==> src/rtl/pll_pkg.sv <==
// pll_pkg: shared FSM state encoding and period width for the PLL output generators.
package pll_pkg;
    localparam int PERIOD_W = 32;
    localparam logic [1:0] ST_IDLE   = 2'd0;
    localparam logic [1:0] ST_FIRST  = 2'd1;
    localparam logic [1:0] ST_TRACK  = 2'd2;
    localparam logic [1:0] ST_LOCKED = 2'd3;
endpackage

==> src/rtl/edge_sync.sv <==
// edge_sync: two-flop synchronizer for an asynchronous input plus a registered rising-edge pulse.
module edge_sync (
    input  logic clk,
    input  logic RST_N,
    input  logic din,
    output logic rise
);
    logic s1, s2, s3;
    always_ff @(posedge clk) begin
        if (!RST_N) begin
            {s1, s2, s3, rise} <= '0;
        end else begin
            s1   <= din;
            s2   <= s1;
            s3   <= s2;
            rise <= s2 & ~s3;
        end
    end
endmodule

==> src/rtl/period_detect.sv <==
// period_detect: measures the ref_in period in clk cycles and flags it stable after
// STABLE_COUNT consecutive in-tolerance periods; drops on change, timeout or power-down.
module period_detect
    import pll_pkg::*;
#(
    parameter int CNT_W        = 32,
    parameter int SAMPLE_NS    = 1,
    parameter int STABLE_COUNT = 4,
    parameter int TOLERANCE    = 1,
    parameter int TIMEOUT      = 65535
) (
    input  logic                clk,
    input  logic                RST_N,
    input  logic                PWRDWN,
    input  logic                ref_in,
    output logic [PERIOD_W-1:0] ref_period,
    output logic                period_stable,
    output logic                lost
);
    localparam int M_W = $clog2(STABLE_COUNT + 1);
    logic                ref_edge;
    logic [1:0]          state;
    logic [CNT_W-1:0]    cnt, last, diff;
    logic [M_W-1:0]      match;
    logic                hit, lock_now, timeout;
    logic [PERIOD_W-1:0] period_ns;
    edge_sync u_sync (
        .clk  (clk),
        .RST_N(RST_N),
        .din  (ref_in),
        .rise (ref_edge)
    );
    always_comb begin
        diff      = cnt >= last ? cnt - last : last - cnt;
        hit       = diff <= CNT_W'(TOLERANCE);
        lock_now  = (match + M_W'(1)) == M_W'(STABLE_COUNT);
        timeout   = state != ST_IDLE && !ref_edge && cnt == CNT_W'(TIMEOUT);
        period_ns = PERIOD_W'(cnt * CNT_W'(SAMPLE_NS));
    end
    // cnt holds the cycles since the previous edge; it is read before being restarted
    always_ff @(posedge clk) begin
        if (!RST_N || PWRDWN) begin
            state         <= ST_IDLE;
            cnt           <= '0;
            last          <= '0;
            match         <= '0;
            ref_period    <= '0;
            period_stable <= 1'b0;
            lost          <= 1'b0;
        end else begin
            lost <= timeout;
            cnt  <= ref_edge ? CNT_W'(1) : cnt == CNT_W'(TIMEOUT) ? cnt : cnt + CNT_W'(1);
            if (timeout) begin
                state         <= ST_IDLE;
                period_stable <= 1'b0;
                ref_period    <= '0;
            end else if (ref_edge) begin
                if (state != ST_IDLE) last <= cnt;
                case (state)
                    ST_IDLE: state <= ST_FIRST;
                    ST_FIRST: begin
                        state <= ST_TRACK;
                        match <= '0;
                    end
                    ST_TRACK: begin
                        match <= hit ? match + M_W'(1) : '0;
                        if (hit && lock_now) begin
                            state         <= ST_LOCKED;
                            ref_period    <= period_ns;
                            period_stable <= 1'b1;
                        end
                    end
                    ST_LOCKED: begin
                        if (hit) begin
                            ref_period <= period_ns;
                        end else begin
                            state         <= ST_TRACK;
                            period_stable <= 1'b0;
                            match         <= '0;
                        end
                    end
                endcase
            end
        end
    end
endmodule

==> config.mk <==
export PLATFORM = sky130hd
export DESIGN_NAME = period_detect
export DESIGN_NICKNAME = d
export VERILOG_FILES = /design/src/rtl/pll_pkg.sv /design/src/rtl/edge_sync.sv /design/src/rtl/period_detect.sv
export SDC_FILE = /design/constraint.sdc
export NUM_CORES = 1
export LEC_CHECK = 0
export ABC_AREA = 1
export CORE_MARGIN = 4
export CORE_UTILIZATION = 30
export CTS_CLUSTER_SIZE = 28
export DETAILED_ROUTE_END_ITERATION = 7
export GPL_TIMING_DRIVEN = 0
export PLACE_DENSITY = 0.45
export SKIP_CTS_REPAIR_TIMING = 1
export SLEW_MARGIN = 40
export SYNTH_ARGS = -nofsm -noshare
export SYNTH_HDL_FRONTEND = slang
export SYNTH_SLANG_ARGS = --single-unit
==> constraint.sdc <==
create_clock -name clk -period 3.5 [get_ports clk]
set_input_delay 0.875 -clock clk [delete_from_list [all_inputs] [get_ports clk]]
set_output_delay 0.875 -clock clk [all_outputs]
set_load 0.01 [all_outputs]
==> results, run 1 <==
- The post-synthesis cell count is 1,622.
- The library cell occupying the most area in the post-synthesis netlist is sky130_fd_sc_hd__dfxtp_1.
- After routing the design area is approximately 12,000 µm².
- The average vias per placed instance is 4.66.
- The mux contribution to synthesized area is 0%.
- The area of the placeable core is between 30,000 and 40,000 µm².
- The Yosys step of the flow raised 0 warnings.
- The signal on the critical path passes through clkinvlp_4 > ha_4 > nand2_1 > nor2_4 > nand2_2 > nor3_4 > nand2_2 > nand2_4 > buf_6 > nand2_1 > nand2_1 > nand3_1 > nor2_4 > nand3_4 > a21oi_4 > buf_12 > buf_8 > nand3_2 > nand2_2 > nor2_1.
- The number of nets in the synthesized netlist is 1,694.
- The floorplan step defined a die boundary enclosing 34,000 µm².
- By area, the combinational part of the netlist is dominated by simple AND/OR/NAND/NOR gates.
- The number of different library cells in the post-synthesis netlist is 41.
- The delay of the slowest cell on the worst path is ~0.38 ns.
- The clock buffer count from CTS is 9.
- Derived from the worst setup path, the maximum achievable clock frequency is 0.282 GHz.
- The type of the worst setup path is flip-flop to flip-flop.
- Before antenna repair, the detailed router went through 5 iterations.
- The via count is 9,848.
- The clock latency on the worst-skew pair is between 0.3 and 0.4 ns.
- The H-tree level count is 3.
- In the finished design, the share of the clock period the worst path needs comes to 101%.
- The worst pin sits at a relative slew slack of between 50% and 60%.
- A synthesized cell averages 5.76 µm².
- The family of cells with the greatest summed delay on the critical path is simple AND/OR/NAND/NOR gates.
- The number of antenna violations at the first check in global routing is 0.
- Summing the areas of all fa, ha and maj instances in the mapped netlist gives 9.27% of the synthesized area.
- By area the synthesized netlist is led by sky130_fd_sc_hd__dfxtp_1 (23%), sky130_fd_sc_hd__nand2_1 (23%), sky130_fd_sc_hd__inv_1 (11%).
- In this run the cell area measured after placement is 10,200 µm².
- The checks that failed: negative setup slack.
- The total global routing overflow is 0.
- The CTS tree is built.
- The detailed router finished its first iteration with 429 violations.
- In this run the core area contains between 60 and 70 standard-cell rows.
- The number of flops mapped to enable cells by yosys is 0.
- After layout, the minimum clock period comes to 3.55 ns.
- Summing internal, switching and leakage power gives roughly 2.5 mW.
- The worst setup path is captured at a flip-flop.
- The number of antenna diodes is 0.
- The primary flip-flop cell chosen by synthesis mapping is sky130_fd_sc_hd__dfxtp_1.
- The via count of the first global-routing pass is 9,189.
- For this configuration, the core starts out at a cell density of 30.4%.
- The clock passes through at most 2 buffers.
- The top-level I/O count is 38.
- The final net count is 1,786.
- The number of fillers in the final layout is ~3.4k.
- The path class of the lowest-slack min-delay path is flip-flop to flip-flop.
- The run finished, with violations left.
- The standard cell with the maximum stage delay on the critical path is sky130_fd_sc_hd__dfxtp_2.
- Counting instances in the post-synthesis netlist gives the leading cell types as sky130_fd_sc_hd__nand2_1 (567), sky130_fd_sc_hd__inv_1 (276), sky130_fd_sc_hd__a21oi_1 (132), sky130_fd_sc_hd__nor2_1 (130), sky130_fd_sc_hd__dfxtp_1 (107).
- The die span in x is ~180 µm.
- In the final routed layout, each cell accounts on average for 15.1 µm.
- The share of post-route cells with drive strength above 1 is 16.0%.
- Summed over its instances, the top area cell type makes up 22.9% of the synthesized netlist area.
- The share of async-settable or async-resettable flops after synthesis is 0%.
- The leakage power figure is about 5.6 nW.
- The count of nets left with antenna violations after detail routing is 0.
- The buffering stage count on the worst path with inverters included is 4.
- The measured slew at the worst slew-check pin is 0.720 ns.
- The pin count of the biggest net entering global routing is 16.
- Setup violations remaining at the end of the flow were counted as 23.
- The largest fanout on the critical path is 10.
- Setup total negative slack on the finished layout was measured at -0.407 ns.
- The synthesized-area fraction occupied by and/or/nand/nor cells is 39.3%.
- The first global-routing pass estimated 49,500 µm of wire.
- Prior to clock tree synthesis, the placed netlist has a worst setup slack of -1.14 ns.
- The total wirelength of the detailed-routed design is 31,900 µm.
- The fraction of the mapped netlist area in compound gates is 12.0%.
- The arrival time at the worst endpoint is roughly 3.8 ns.
- After Yosys synthesis, XOR and XNOR cells account for roughly 2.3% of the synthesized area.
- The final number of max-transition violations is 0.
- Measured along the y axis, the die boundary spans 184 µm.
- The count of max-cap constraint violations is 0.
- After layout, the worst setup slack is -0.0457 ns.
- Clock tree synthesis selected as its root buffer the cell sky130_fd_sc_hd__clkbuf_16.
- The synthesized area is 9340 µm².
- The clock sink count is 107.
- Synthesis inferred 107 register bits.
- Clock-pin slew was measured on the worst setup and hold paths at 0.07 ns.
- The HPWL after detailed placement is between 20,000 and 30,000 µm.
- The critical path launch point type is a flip-flop.
- The area overhead of the layout relative to synthesis is 26.4%.
- Routability-driven placement finished with a final weighted congestion of 0.900.
- The library cell with the highest instance count after synthesis is sky130_fd_sc_hd__nand2_1.
- The global-route usage over all layers is between 10% and 20%.
- The maximum vdd ir drop is 251 µV.
- The DRC violations left is 0.
- Setup repair after global routing could not meet its margin everywhere.
- Data on the critical path is required at its endpoint by 3.74 ns.
- Across the routed clock network, the largest skew measured is approximately 0.0078 ns.
- The hold violation count in the final report is 0.
- The power per cell area is 214 nW/µm².
- The sequential-to-total area share from yosys stat is 22.9%.
- During placement, the flow inserted port buffers numbering 37.
[cells in the final DEF (no fill, tap or decap), types with 4 or more instances in the layout]
cell                              synthesis  final
sky130_fd_sc_hd__clkbuf_16                0     12
sky130_fd_sc_hd__inv_4                    0      5
sky130_fd_sc_hd__nor2_1                 130    120
sky130_fd_sc_hd__nand4_1                 21     21
sky130_fd_sc_hd__buf_8                    0      8
sky130_fd_sc_hd__nor2_2                   4      5
sky130_fd_sc_hd__buf_6                    8      9
sky130_fd_sc_hd__nor4_1                   7      6
sky130_fd_sc_hd__o21bai_1                 6      6
sky130_fd_sc_hd__dfxtp_4                  0     13
sky130_fd_sc_hd__dfxtp_2                  0     12
sky130_fd_sc_hd__ha_2                     0      4
sky130_fd_sc_hd__nand3_2                  2     26
sky130_fd_sc_hd__nand2_1                567    537
sky130_fd_sc_hd__nand2_4                  3      9
sky130_fd_sc_hd__dfxtp_1                107     82
sky130_fd_sc_hd__xor2_1                  19     19
sky130_fd_sc_hd__o21ai_0                 58     57
sky130_fd_sc_hd__buf_4                    2     40
sky130_fd_sc_hd__o211ai_1                 4      4
sky130_fd_sc_hd__inv_1                  276    251
sky130_fd_sc_hd__clkbuf_1                13     17
sky130_fd_sc_hd__a21oi_1                132    125
sky130_fd_sc_hd__ha_4                     0     21
sky130_fd_sc_hd__nand2_2                 10     34
sky130_fd_sc_hd__clkdlybuf4s50_1          0     37
sky130_fd_sc_hd__a21oi_2                  1      5
sky130_fd_sc_hd__xnor2_1                  5      5
sky130_fd_sc_hd__nor3_1                  16     15
sky130_fd_sc_hd__nand3_1                106     77
sky130_fd_sc_hd__ha_1                    66     41
sky130_fd_sc_hd__buf_1                    4      4
sky130_fd_sc_hd__nor3b_1                  4      4
sky130_fd_sc_hd__nand3_4                  0      5
sky130_fd_sc_hd__nor2_4                   3     12
sky130_fd_sc_hd__a21oi_4                  2      5
sky130_fd_sc_hd__clkinvlp_4               0      7
sky130_fd_sc_hd__inv_2                    8     27
[worst reg2reg max path, cell delays in order (launching register included)]
cell                         delay, ns
sky130_fd_sc_hd__dfxtp_2          0.38
sky130_fd_sc_hd__clkinvlp_4       0.14
sky130_fd_sc_hd__ha_4             0.34
sky130_fd_sc_hd__nand2_1          0.15
sky130_fd_sc_hd__nor2_4           0.16
sky130_fd_sc_hd__nand2_2          0.13
sky130_fd_sc_hd__nor3_4           0.30
sky130_fd_sc_hd__nand2_2          0.13
sky130_fd_sc_hd__nand2_4          0.16
sky130_fd_sc_hd__buf_6            0.19
sky130_fd_sc_hd__nand2_1          0.07
sky130_fd_sc_hd__nand2_1          0.06
sky130_fd_sc_hd__nand3_1          0.11
sky130_fd_sc_hd__nor2_4           0.24
sky130_fd_sc_hd__nand3_4          0.12
sky130_fd_sc_hd__a21oi_4          0.25
sky130_fd_sc_hd__buf_12           0.15
sky130_fd_sc_hd__buf_8            0.11
sky130_fd_sc_hd__nand3_2          0.11
sky130_fd_sc_hd__nand2_2          0.09
sky130_fd_sc_hd__nor2_1           0.04
[flip-flops by register name (all words and copies together) (netlist names)]
register,flops
last,32
u_sync.s1,1
u_sync.s3,1
u_sync.s2,1
period_stable,1
state,2
match,3
ref_period,32
u_sync.rise,1
cnt,32
lost,1
[cells by family after synthesis]
| kind of cell | after synthesis |
|---|---|
| flip-flops | 107 |
| adder cells (fa/ha/maj) | 68 |
| buffers and inverters | 331 |
| AO/OA/AOI/OAI | 211 |
| XOR/XNOR | 24 |
| AND/OR/NAND/NOR | 881 |
[report_power, final]
| part | internal, mW | total (mW) | switching (mW) |
|---|---|---|---|
| Sequential | 1.21 | 1.21 | 0.00347 |
| Clock | 0.576 | 1.03 | 0.451 |
| Combinational | 0.0982 | 0.282 | 0.184 |
| Total | 1.88 | 2.52 | 0.638 |
[layer usage]
layer  global-route usage (%)  vias to the layer above  share of wire, %
met3                     1.12                       45               2.0
li1                         -                     5237                 -
met2                     30.1                      148                45
met4                     5.21                        0               3.1
met5                        0                        -                 0
met1                     25.7                     4418                50
[area by class of cell]
type | count | area (µm²) | share of cell area [%]
inverter | 291 | 1130 | 9.58
tap | 396 | 495 | 4.20
multi-input combinational | 1185 | 6590 | 55.8
sequential | 107 | 2210 | 18.7
timing repair buffer | 82 | 791 | 6.70
buffer | 38 | 308 | 2.61
clock inverter | 2 | 35.0 | 0.297
clock buffer | 14 | 254 | 2.15
[worst paths after layout]
check / end / startpoint / depth (start not counted) / slack [ns]
max reg2reg: ref_period[0] / cnt[20] / 20 / -0.05
min reg2reg: u_sync.rise / u_sync.s3 / 1 / 0.38
max: ref_period[0] / cnt[20] / 20 / -0.05
min: u_sync.rise / u_sync.s3 / 1 / 0.38
[through the flow]
step,cells,hold slack (ns),util (%)
floorplan,1622,0.368,-
global placement,2055,0.377,33.3
detailed placement,2055,0.378,33.3
CTS,2071,0.388,34.2
global route,2115,0.412,38.5
finish,2115,0.385,38.5
Note: power is estimated with default switching activity, not from simulation.
==> inputs of run 2 (changes only) <==
Settings changed: PLACE_DENSITY 0.45 to 0.47.
Clock period 3.5 ns to 3.2 ns, I/O delays scaled along.
==> run 2 against run 1 <==
Compared with the run above: the run still ends with negative setup slack left; first-iteration DRC count rose by 20%; critical path depth rose by 5; via count fell by 0.51%; worst hold slack improved by 0.0028 ns; total power rose by 8.9%; combinational power rose by 8.5%; largest cell class unchanged.
==> results, run 2 (synthesized netlist as in run 1, its figures left out) <==
- The number of DRC markers in iteration 0 is 515 (was 429).
- The total placed instance area is 10,200 µm² (unchanged).
- The hold violation count in the final report was 0 (unchanged).
- The number of fillers in the final layout was 3,365 (was 3,385).
- The final standard cell count with taps included and fillers excluded is 2,115 (unchanged).
- The detailed-route wire length per cell came to 14.9 µm (was 15.1 µm).
- The y dimension of the die was 184 µm (unchanged).
- The least setup slack across all paths after layout is -0.382 ns (was -0.0457 ns).
- The setup skew after layout was 0.00964 ns (was 0.00778 ns).
- Unrepaired setup endpoints after global routing: true (unchanged).
- The top-level I/O count is 38 (unchanged).
- The measured slew at the worst slew-check pin came to 0.705 ns (was 0.720 ns).
- The area overhead of the layout relative to synthesis was 26.3% (was 26.4%).
- The relative max-transition margin is 53.0% (was 51.6%).
- The root buffer selected by CTS is sky130_fd_sc_hd__clkbuf_16 (unchanged).
- The minimum clock period after layout came to 3.58 ns (was 3.55 ns).
- The final design instance area without fill was 11,800 µm² (about the same).
- The area of the placeable core is 30,700 µm² (unchanged).
- The total iterations of the first detailed-routing run is 5 (unchanged).
- The maximum clock path buffer count is 2 (unchanged).
- The leakage power figure was 5.58 nW (was 5.56 nW).
- The DRC violations left is 0 (unchanged).
- The total global routing overflow is 0 (unchanged).
- The routing usage on met2 is 30.3% (was 30.1%).
- The worst slack on hold paths is 0.388 ns (was 0.385 ns).
- The clock latency on the worst-skew pair was 0.35 ns (about the same).
- The power per cell area was 233 nW/µm² (was 214 nW/µm²).
- The share of the clock period used by the worst path after layout is 112% (was 101%).
- The routing usage on met3 is 1.52% (was 1.12%).
- The total wirelength of the detailed-routed design was 31,600 µm (was 31,900 µm).
- The H-tree level count is 3 (unchanged).
- Most frequent cells in the layout: sky130_fd_sc_hd__nand2_1 (542), sky130_fd_sc_hd__inv_1 (249), sky130_fd_sc_hd__a21oi_1 (127), sky130_fd_sc_hd__nor2_1 (119), sky130_fd_sc_hd__nand3_1 (87) (was sky130_fd_sc_hd__nand2_1 (537), sky130_fd_sc_hd__inv_1 (251), sky130_fd_sc_hd__a21oi_1 (125), sky130_fd_sc_hd__nor2_1 (120), sky130_fd_sc_hd__dfxtp_1 (82)).
- The busiest layer in global routing is met2 (unchanged).
- The largest fanout on the critical path is 7 (was 10).
- The number of standard-cell rows in the floorplan is 64 (unchanged).
- The average vias per placed instance is 4.63 (was 4.66).
- The first-pass GRT wire length is 49,400 µm (was 49,500 µm).
- The type of the worst setup path is flip-flop to flip-flop (unchanged).
- The met1 capacity usage during global routing is 25.1% (was 25.7%).
- The cell count after placement is 2,055 (unchanged).
- The via count of the first global-routing pass is 9,328 (was 9,189).
- The final count of negative-setup-slack endpoints is 37 (was 23).
- The final estimated routing congestion in global placement was 0.860 (was 0.900).
- The maximum vdd ir drop is 211 µV (was 251 µV).
- The number of buffer cells added on primary ports came to 37 (unchanged).
- The CTS clock-pin slew for the worst setup and hold paths is 0.06 ns (was 0.07 ns).
- The final number of max-transition violations was 0 (unchanged).
- Regs by FF count: cnt (32), last (32), ref_period (32) (unchanged).
- The arrival time at the worst endpoint came to 3.82 ns (was 3.79 ns).
- The die span in x is 184 µm (unchanged).
- The critical path launch point type is a flip-flop (unchanged).
- The highest clock frequency the design can meet is 0.279 GHz (was 0.282 GHz).
- The via count is 9,798 (was 9,848).
- The share of post-route cells with drive strength above 1 is 15.6% (was 16.0%).
- The count of nets left with antenna violations after detail routing is 0 (unchanged).
- The clock buffer count from CTS came to 9 (unchanged).
- The endpoint required time on the critical path is 3.44 ns (was 3.74 ns).
- The CTS tree is built (unchanged).
- Violated checks: negative setup slack (unchanged).
- The final net count is 1,786 (unchanged).
- The most common cell after layout, fill and taps aside is sky130_fd_sc_hd__nand2_1 (unchanged).
- The count of max-cap constraint violations was 0 (unchanged).
- The HPWL after detailed placement is 25,700 µm (was 26,000 µm).
- The clock sink count came to 107 (unchanged).
- The full die area is 34,000 µm² (unchanged).
- The pin count of the biggest net entering global routing came to 16 (unchanged).
- The global-route usage over all layers is 18.2% (about the same).
- The number of antenna violations at the first check in global routing is 0 (unchanged).
- The starting density of the core is 30.4% (unchanged).
- The number of antenna diodes was 0 (unchanged).
- Outcome: finished with violations (unchanged).
- The path class of the lowest-slack min-delay path is flip-flop to flip-flop (unchanged).
- The nature of the critical path endpoint is a flip-flop (unchanged).
[run 2: cell types whose count changed in the layout (fill, tap and decap cells not counted), moves of 3 or more]
cell / previous run / this run
sky130_fd_sc_hd__dfxtp_2: 12 / 17
sky130_fd_sc_hd__nand2_1: 537 / 542
sky130_fd_sc_hd__buf_8: 8 / 5
sky130_fd_sc_hd__nor3_1: 15 / 12
sky130_fd_sc_hd__inv_2: 27 / 31
sky130_fd_sc_hd__dfxtp_1: 82 / 79
sky130_fd_sc_hd__nand3_2: 26 / 18
sky130_fd_sc_hd__nor3_2: 1 / 4
sky130_fd_sc_hd__nor2_4: 12 / 15
sky130_fd_sc_hd__buf_6: 9 / 12
sky130_fd_sc_hd__inv_4: 5 / 2
sky130_fd_sc_hd__nand2_2: 34 / 28
sky130_fd_sc_hd__nand3_1: 77 / 87
[run 2: area by class of cell]
cell class | instances | area (µm²) | area share, %
clock inverter | 2 | 35.0 | 0.297
buffer | 39 | 313 | 2.65
timing repair buffer | 81 | 796 | 6.75
multi-input combinational | 1185 | 6570 | 55.7
inverter | 291 | 1130 | 9.57
tap | 396 | 495 | 4.20
sequential | 107 | 2200 | 18.7
clock buffer | 14 | 254 | 2.15
[run 2: routing by layer]
| metal | share of wire (%) | routed length (µm) |
|---|---|---|
| met1 | 49 | 15500 |
| met2 | 46 | 14500 |
| met3 | 2.3 | 736 |
| met4 | 3.0 | 949 |
| met5 | 0 | 0 |
[run 2: metrics by stage]
step	setup slack [ns]	utilization (%)	setup TNS (ns)	total power [mW]
2_1_floorplan	0.0607	-	0	1.55
3_3_place_gp	-1.41	33.3	-61.02	1.63
3_5_place_dp	-1.37	33.3	-49.80	1.63
4_1_cts	-1.38	34.2	-42.68	2.76
5_1_grt	-0.567	38.5	-18.67	2.87
6_report	-0.382	38.5	-11.21	2.75
[run 2: final timing paths]
path	endpoint	cells past startpoint	startpoint	slack, ns
max	ref_period[3]	25	cnt[0]	-0.38
min	u_sync.rise	1	u_sync.s3	0.39
max reg2reg	ref_period[3]	25	cnt[0]	-0.38
min reg2reg	u_sync.rise	1	u_sync.s3	0.39
[run 2: where the power goes]
| group | internal, mW | total, mW | switching (mW) |
|---|---|---|---|
| clock network | 0.629 | 1.11 | 0.482 |
| logic | 0.101 | 0.306 | 0.204 |
| registers | 1.33 | 1.33 | 0.00384 |
[run 2: critical path: stages, from the launching register on]
cell and delay (ns):
sky130_fd_sc_hd__dfxtp_4 0.38, sky130_fd_sc_hd__inv_6 0.08, sky130_fd_sc_hd__ha_4 0.13, sky130_fd_sc_hd__inv_4 0.04, sky130_fd_sc_hd__fa_2 0.38, sky130_fd_sc_hd__nand3_2 0.11, sky130_fd_sc_hd__nand2_4 0.08, sky130_fd_sc_hd__nand2_4 0.07
sky130_fd_sc_hd__nand2_4 0.06, sky130_fd_sc_hd__nand2_4 0.08, sky130_fd_sc_hd__nand3_4 0.09, sky130_fd_sc_hd__a21oi_4 0.38, sky130_fd_sc_hd__buf_12 0.17, sky130_fd_sc_hd__nand2_4 0.04, sky130_fd_sc_hd__nand2_2 0.05, sky130_fd_sc_hd__inv_2 0.03
sky130_fd_sc_hd__nor2_1 0.09, sky130_fd_sc_hd__nand2_1 0.10, sky130_fd_sc_hd__nor2_4 0.20, sky130_fd_sc_hd__nand3_4 0.11, sky130_fd_sc_hd__a21oi_4 0.29, sky130_fd_sc_hd__buf_12 0.18, sky130_fd_sc_hd__clkbuf_16 0.15, sky130_fd_sc_hd__nand3_1 0.07
sky130_fd_sc_hd__nand2_1 0.06, sky130_fd_sc_hd__nor2_1 0.04
